### config.mk
export PLATFORM = sky130hd
export DESIGN_NAME = bus_enable_ctrl
export DESIGN_NICKNAME = d
export VERILOG_FILES = /design/src/rtl/bus_enable_ctrl.sv
export SDC_FILE = /design/constraint.sdc
export NUM_CORES = 1
export LEC_CHECK = 0
export BUFFER_PORTS_ARGS = -buffer_cell sky130_fd_sc_hd__buf_4
export CORE_MARGIN = 5
export CORE_UTILIZATION = 50
export CTS_BUF_LIST = sky130_fd_sc_hd__clkbuf_8
export DETAILED_ROUTE_END_ITERATION = 8
export PLACE_DENSITY = 0.74
export SETUP_SLACK_MARGIN = 0.1
export SLEW_MARGIN = 20
export SYNTH_ARGS = -nofsm -noshare
export SYNTH_HDL_FRONTEND = slang
export SYNTH_SLANG_ARGS = --single-unit
### constraint.sdc
create_clock -name clk_25mhz -period 2.4 [get_ports clk_25mhz]
set_clock_uncertainty 0.2 [all_clocks]
set_input_delay 0.24 -clock clk_25mhz [delete_from_list [all_inputs] [get_ports clk_25mhz]]
set_output_delay 0.24 -clock clk_25mhz [all_outputs]
set_load 0.01 [all_outputs]
### src/rtl/bus_enable_ctrl.sv
// rtl/bus_enable_ctrl.sv - debounced push-button front end driving one-hot bus enables
module bus_enable_ctrl #(
  parameter int COUNT           = 4,
  parameter int IDX_W           = 2,
  parameter int DEBOUNCE_CYCLES = 250000,
  parameter int CNT_W           = 18
) (
  input  logic             clk_25mhz,
  input  logic             rst_n,
  input  logic [COUNT-1:0] btn_raw,
  output logic [COUNT-1:0] enable,
  output logic             sel_valid,
  output logic [IDX_W-1:0] sel_index,
  output logic             changed
);

  // Terminal count: a mismatch seen while the counter sits here is accepted.
  localparam logic [CNT_W-1:0] CNT_LAST = CNT_W'(DEBOUNCE_CYCLES - 1);

  logic [COUNT-1:0] sync_1;
  logic [COUNT-1:0] sync_2;
  logic [COUNT-1:0] stable;
  logic [COUNT-1:0] stable_prev;
  logic [COUNT-1:0] press;
  logic [CNT_W-1:0] cnt [COUNT];

  logic             win_found;
  logic [COUNT-1:0] win_onehot;
  logic [COUNT-1:0] enable_next;
  logic             valid_next;
  logic [IDX_W-1:0] index_next;

  // Two-flop synchroniser per button; raw levels are asynchronous to the clock.
  always_ff @(posedge clk_25mhz or negedge rst_n) begin
    if (!rst_n) begin
      sync_1 <= '0;
      sync_2 <= '0;
    end else begin
      sync_1 <= btn_raw;
      sync_2 <= sync_1;
    end
  end

  // Per-channel debounce: a level change must persist DEBOUNCE_CYCLES cycles to be
  // accepted; any return to the accepted level throws away the partial count.
  always_ff @(posedge clk_25mhz or negedge rst_n) begin
    if (!rst_n) begin
      stable <= '0;
      for (int i = 0; i < COUNT; i++) begin
        cnt[i] <= '0;
      end
    end else begin
      for (int i = 0; i < COUNT; i++) begin
        if (sync_2[i] == stable[i]) begin
          cnt[i] <= '0;
        end else if (cnt[i] == CNT_LAST) begin
          stable[i] <= sync_2[i];
          cnt[i]    <= '0;
        end else begin
          cnt[i] <= cnt[i] + 1'b1;
        end
      end
    end
  end

  // Previous debounced level, used to spot 0->1 transitions of stable.
  always_ff @(posedge clk_25mhz or negedge rst_n) begin
    if (!rst_n) begin
      stable_prev <= '0;
    end else begin
      stable_prev <= stable;
    end
  end

  // A press is a rising edge of the debounced level; releases and holds are silent.
  assign press = stable & ~stable_prev;

  // Lowest-index press wins; everything else pressed in the same cycle is dropped.
  always_comb begin
    win_found  = 1'b0;
    win_onehot = '0;
    for (int i = 0; i < COUNT; i++) begin
      if (press[i] && !win_found) begin
        win_found     = 1'b1;
        win_onehot[i] = 1'b1;
      end
    end
  end

  // Next selection: pressing the active source turns it off, any other replaces it.
  always_comb begin
    enable_next = enable;
    if (win_found) begin
      if ((enable & win_onehot) != '0) begin
        enable_next = '0;
      end else begin
        enable_next = win_onehot;
      end
    end
    valid_next = |enable_next;
    index_next = '0;
    for (int i = 0; i < COUNT; i++) begin
      if (enable_next[i]) begin
        index_next = IDX_W'(i);
      end
    end
  end

  // Registered outputs; sel_valid and sel_index are derived from the same next value
  // as enable so the three always agree.
  always_ff @(posedge clk_25mhz or negedge rst_n) begin
    if (!rst_n) begin
      enable    <= '0;
      sel_valid <= 1'b0;
      sel_index <= '0;
      changed   <= 1'b0;
    end else begin
      enable    <= enable_next;
      sel_valid <= valid_next;
      sel_index <= index_next;
      changed   <= win_found;
    end
  end

endmodule
==> results.sh, run 1 <==
export IMPL_outcome="finished, final reports clean"
export IMPL_start_util=0.505
export IMPL_synth_fa_ha_area_frac=0.0109
export IMPL_synth_top_family_by_area="simple AND/OR/NAND/NOR gates"
export IMPL_yosysMostFrequentCell="dfrtp_1"
export IMPL_r2r_slack_ps=260
export IMPL_relSlewSlack=0.641
export IMPL_cp_start_kind="register"
export IMPL_worstReg2RegEnd="cnt[44]"
export IMPL_ios=14
export IMPL_synth_common_cells="dfrtp_1, nor2_1, xor2_1, nand3_1, nand2_1"
export IMPL_gr_total_overflow=0
export IMPL_wl_per_cell_um=14.3
export IMPL_diodes=0
export IMPL_peakVddDrop_uv=243
export IMPL_worstPathMaxFanout=9
export IMPL_fin_setup_tns_ps=0
export IMPL_syn_area_per_cell_um2=10.5
export IMPL_die_h_um=106
export IMPL_cts_made_buffers=9
export IMPL_grt_setup_unrepaired="false"
export IMPL_rows=35
export IMPL_holdBufCountCts=5
export IMPL_cts_max_level=3
export IMPL_track_usage=0.162
export IMPL_dp_hpwl_um=5910
export IMPL_synth_xor_xnor_area_share=0.0989
export IMPL_seq_area_frac_synth=0.522
export IMPL_cts_tree="yes"
export IMPL_antenna_left=0
export IMPL_fin_crit_ps=2140
export IMPL_numClockSinks=96
export IMPL_worst_pin_slew_ps=536
export IMPL_first_global_vias=3279
export IMPL_ctsResizeCount=0
export IMPL_grt_pass1_wl_um=14800
export IMPL_area_delta_synth_final_pct=11.2
export IMPL_synth_area_mux_share=0.0120
export IMPL_first_pass_iters=4
export IMPL_total_power_mw=2.87
export IMPL_die_area_mm2=0.0112
export IMPL_syn_area_mm2=0.00460
export IMPL_critPathSlowestCell="o41ai_4"
export IMPL_synth_nets=449
export IMPL_ys_seq_elements=96
export IMPL_finalMaxSlewViolations=0
export IMPL_setup_viol=0
export IMPL_clk_latency_ps=370
export IMPL_ys_warn_count=0
export IMPL_fin_crit_sh=0.894
export IMPL_p_leak_nw=2.21
export IMPL_gp_congestion=0.893
export IMPL_hold_ws_ps=140
export IMPL_synth_main_ff_cell="dfrtp_1"
export IMPL_drt_vias_per_instance=5.70
export IMPL_grt_max_degree=43
export IMPL_synth_edf_count=0
export IMPL_crit_path_end_kind="register"
export IMPL_r2r_cells=5
export IMPL_hold_class="in2async"
export IMPL_cp_required_ps=2460
export IMPL_p_per_area_mw_per_mm2=561
export IMPL_yosysTopAreaCell="dfrtp_1"
export IMPL_die_w_um=106
export IMPL_antenna_found_initial=0
export IMPL_path_clk_slew_ps=100
export IMPL_yosys_area_share_simple=0.255
export IMPL_synth_compound_area_share=0.0772
export IMPL_core_area_mm2=0.00911
export IMPL_clockRootBuffer="clkbuf_8"
export IMPL_final_net_count=477
export IMPL_worstPathCellList="nor4_1, nand2_1, o41ai_4, buf_4, nor2_1"
export IMPL_rr_startpoint="cnt[46]"
export IMPL_placedInstanceArea_mm2=0.00486
export IMPL_netlist_instances=439
export IMPL_critPathKind="reg2reg"
export IMPL_arrival_ps=2200
export IMPL_synth_cell_types=45
export IMPL_synth_top_cell_area_share=0.522
export IMPL_max_cap_violations=0
export IMPL_vias=3325
export IMPL_finalHoldViolCount=0
export IMPL_cts_setup_buffers=0
export IMPL_layout_drive_gt1_share=0.117
export IMPL_max_freq_ghz=0.466
export IMPL_post_route_util=0.562
export IMPL_clockBufferDepth=2
export IMPL_netlist_top_cells_area="dfrtp_1, xor2_1, nor2_1"
export IMPL_drt_iter0_markers=183
export IMPL_async_reset_ff_frac=1.00
export IMPL_final_cell_area_mm2=0.00512
export IMPL_max_stage_delay_ps=610
export IMPL_portBuffers=13
export IMPL_routed_wl_um=8350
export IMPL_drc_errors=0
## power breakdown
part           leakage [nW]  total (mW)  internal [mW]  switching (mW)
Sequential             1.31        1.66           1.64          0.0240
Clock                 0.105        1.09          0.496           0.595
Combinational         0.791       0.118         0.0468          0.0716
## cell usage in the layout (no fill, tap or decap), drive strengths merged, types with 2 or more instances in the layout
cell,n
nor2,66
mux2,4
dlygate4sd3,5
nand3,32
buf,24
nor3,7
clkinv,2
o31ai,10
and2,6
inv,14
nand2,22
a21oi,16
nand2b,4
nand3b,4
nor4b,3
xor2,33
ha,4
dfrtp,96
and4,9
o41ai,4
nand4,22
nor2b,3
clkbuf,9
nor4,14
or4,9
xnor2,19
or3,8
and3,2
o21ai,8
## worst max path at each step
stage,from,end,slack (ps),depth (start not counted)
detailed placement,cnt[46],cnt[44],280,5
finish,cnt[46],cnt[44],260,5
global route,cnt[47],cnt[44],140,5
floorplan,cnt[54],cnt[64],400,6
CTS,cnt[46],cnt[44],250,5
global placement,cnt[60],cnt[58],380,4
## final cells by class
class,count,area [um2]
inverters,11,41.3
clock buffers,9,124
fillers,792,3990
multi-input cells,320,2090
well taps,111,139
repair buffers,29,243
clock inverters,7,81.3
flip-flops and latches,96,2400
## stage by stage
stage                     instances  setup slack, ps
after floorplan                 439              401
after global placement          562              384
after detailed placement        562              280
after CTS                       583              254
after global routing            583              137
final                           583              256
## sequential cells by signal, indices dropped and copies added, names as in the netlist
register	flops
cnt	72
enable	4
stable	4
stable_prev	4
sync_1	4
sync_2	4
sel_index	2
changed	1
sel_valid	1
## worst max-delay path, delay by kind of cell (launching register included)
family	cells	cell delay, ps
and+or+nand+nor	3	560
DFF	1	420
buffers and inverters	1	250
AOI/OAI and AO/OA	1	610
## logic make-up after synthesis
group	after synthesis
compound gates	44
xor+xnor	52
fa+ha+maj	4
buf+inv	23
flops	96
mux	5
simple gates	215
## routing by layer
metal	vias to the layer above	GRT usage	share of wire
met4	0	0.0694	0.022
li1	1628	-	-
met3	16	0.0322	0.022
met1	1645	0.211	0.48
met5	-	0	0
met2	36	0.263	0.48
(Power assumes the default switching activity.)
==> run 2: changes to the inputs <==
--- a/config.mk
+++ b/config.mk
@@ -5,6 +5,7 @@
 export SDC_FILE = /design/constraint.sdc
 export NUM_CORES = 1
 export LEC_CHECK = 0
+export ABC_AREA = 1
 export BUFFER_PORTS_ARGS = -buffer_cell sky130_fd_sc_hd__buf_4
 export CORE_MARGIN = 5
 export CORE_UTILIZATION = 50
==> results.sh, run 2 <==
export IMPL_drt_iter0_markers=113
export IMPL_start_util=0.515
export IMPL_crit_path_end_kind="register"
export IMPL_die_w_um=108
export IMPL_clockBufferDepth=2
export IMPL_met3_usage=0.0360
export IMPL_yosysMostFrequentCell="nand2_1"
export IMPL_crit_family="simple AND/OR/NAND/NOR gates"
export IMPL_setup_viol=0
export IMPL_cts_tree="yes"
export IMPL_gr_total_overflow=0
export IMPL_worstReg2RegEnd="cnt[33]"
export IMPL_max_cap_violations=0
export IMPL_mostFrequentLayoutCells="nand2_1, nor2_1, dfrtp_1"
export IMPL_largest_register_ffs=72
export IMPL_cp_num_buf_inv=2
export IMPL_async_reset_ff_frac=1.00
export IMPL_core_area_mm2=0.00924
export IMPL_busiest_layer="met2"
export IMPL_regMostFlops="cnt"
export IMPL_worstPathCellList="ha_1, nand3_1, inv_1, nand4_1, nand2_2, inv_1, nand2_1, nor2_1"
export IMPL_antenna_left=0
export IMPL_first_global_vias=3656
export IMPL_numClockSinks=96
export IMPL_clockRootBuffer="clkbuf_8"
export IMPL_preCtsSetupSlack_ps=665
export IMPL_peakVddDrop_uv=464
export IMPL_yosysTopAreaCell="dfrtp_1"
export IMPL_layout_drive_gt1_share=0.110
export IMPL_cts_setup_buffers=0
export IMPL_hold_depth=0
export IMPL_synth_edf_count=0
export IMPL_placedInstanceArea_mm2=0.00503
export IMPL_ys_seq_elements=96
export IMPL_p_leak_nw=2.43
export IMPL_routed_wl_um=8910
export IMPL_crit_top_cell="inv_1"
export IMPL_gp_congestion=0.936
export IMPL_hold_path_startpoint="sync_1[0]"
export IMPL_synth_top_cell_area_share=0.505
export IMPL_outcome="finished, final reports clean"
export IMPL_finalMaxSlewViolations=0
export IMPL_total_power_mw=2.74
export IMPL_ys_warn_count=0
export IMPL_portBuffers=13
export IMPL_dp_hpwl_um=6590
export IMPL_worstPathMaxFanout=10
export IMPL_syn_area_mm2=0.00475
export IMPL_final_net_count=621
export IMPL_netlist_top_cells_area="dfrtp_1, nand2_1, nor2_1"
export IMPL_fillCellCount=857
export IMPL_fin_setup_tns_ps=0
export IMPL_netlist_instances=581
export IMPL_use_met1=0.226
export IMPL_ctsResizeCount=0
export IMPL_rows=35
export IMPL_fin_crit_ps=1760
export IMPL_hold_class="reg2reg"
export IMPL_min_to="sync_2[0]"
export IMPL_syn_area_per_cell_um2=8.18
export IMPL_area_delta_synth_final_pct=10.8
export IMPL_grtUsageMet2=0.284
export IMPL_cp_required_ps=2440
export IMPL_die_h_um=108
export IMPL_cp_start_kind="register"
export IMPL_wl_per_cell_um=12.0
export IMPL_critPathSlowestCell="dfrtp_1"
export IMPL_vias=3706
export IMPL_relSlewSlack=0.591
export IMPL_grt_max_degree=50
export IMPL_r2r_cells=8
export IMPL_antenna_found_initial=0
export IMPL_track_usage=0.172
export IMPL_seq_area_frac_synth=0.505
export IMPL_drc_errors=0
export IMPL_ios=14
export IMPL_worst_pin_slew_ps=614
export IMPL_grt_pass1_wl_um=16200
export IMPL_mostFrequentLayoutCell="nand2_1"
export IMPL_final_cell_area_mm2=0.00527
export IMPL_post_route_util=0.570
export IMPL_diodes=0
export IMPL_grt_setup_unrepaired="false"
export IMPL_cts_max_level=3
export IMPL_first_pass_iters=4
export IMPL_finalHoldViolCount=0
export IMPL_seqCellArea_mm2=0.00240
export IMPL_cp_startpoint="cnt[18]"
export IMPL_critPathKind="reg2reg"
export IMPL_path_clk_slew_ps=80
export IMPL_synth_common_cells="nand2_1, nor2_1, dfrtp_1, inv_1, nor3_1"
export IMPL_r2r_slack_ps=640
export IMPL_arrival_ps=1800
export IMPL_worst_slack_ps=636
export IMPL_clk_latency_ps=360
export IMPL_cts_made_buffers=9
export IMPL_max_stage_delay_ps=400
export IMPL_rr_startpoint="cnt[18]"
export IMPL_multi_input_area_mm2=0.00202
export IMPL_p_per_area_mw_per_mm2=520
export IMPL_die_area_mm2=0.0116
export IMPL_max_freq_ghz=0.567
export IMPL_synth_nets=591
export IMPL_synth_cell_types=29
export IMPL_synth_main_ff_cell="dfrtp_1"
export IMPL_fin_crit_sh=0.735
export IMPL_drt_vias_per_instance=4.97
run 2: cell type report:
type,instances,area share
Multi-Input combinational cell,396,0.383
Tap cell,129,0.0306
Sequential cell,96,0.456
Clock inverter,4,0.00380
Timing Repair Buffer,19,0.0318
Inverter,89,0.0634
Clock buffer,12,0.0313
run 2: cells by family (layout without fill, tap and decap cells):
logic type / after synthesis / in the layout / synth area share
xor+xnor: 30 / 30 / 0.0553
compound gates: 26 / 26 / 0.0289
simple gates: 336 / 336 / 0.330
fa+ha+maj: 4 / 4 / 0.0105
buf+inv: 89 / 124 / 0.0703
flops: 96 / 96 / 0.505
run 2: timing repair:
action | CTS | global route
hold buffers | 5 | 0
hold endpoints to repair | 52 | 0
endpoints found under the setup margin | 0 | 0
run 2: worst max-delay path by stage:
stage / endpoint / slack (ps) / cells after the start
after global routing: cnt[33] / 460 / 8
after global placement: cnt[33] / 750 / 8
final: cnt[33] / 640 / 8
after floorplan: cnt[34] / 830 / 8
after CTS: cnt[33] / 640 / 8
after detailed placement: cnt[33] / 660 / 8
run 2: routing by layer:
metal | up-vias | part of all wire
li1 | 1886 | -
met1 | 1762 | 0.47
met2 | 46 | 0.49
met3 | 12 | 0.025
met4 | 0 | 0.014
met5 | - | 0
run 2: through the flow:
| stage | instances | hold WS, ps |
|---|---|---|
| after floorplan | 581 | -256 |
| after global placement | 724 | 90.0 |
| after detailed placement | 724 | 97.9 |
| after CTS | 745 | 157 |
| after global routing | 745 | 164 |
| final | 745 | 153 |
run 2: report_power, final:
part,internal [mW],switching [mW]
Combinational,0.0362,0.0720
Clock,0.454,0.520
Sequential,1.64,0.0187
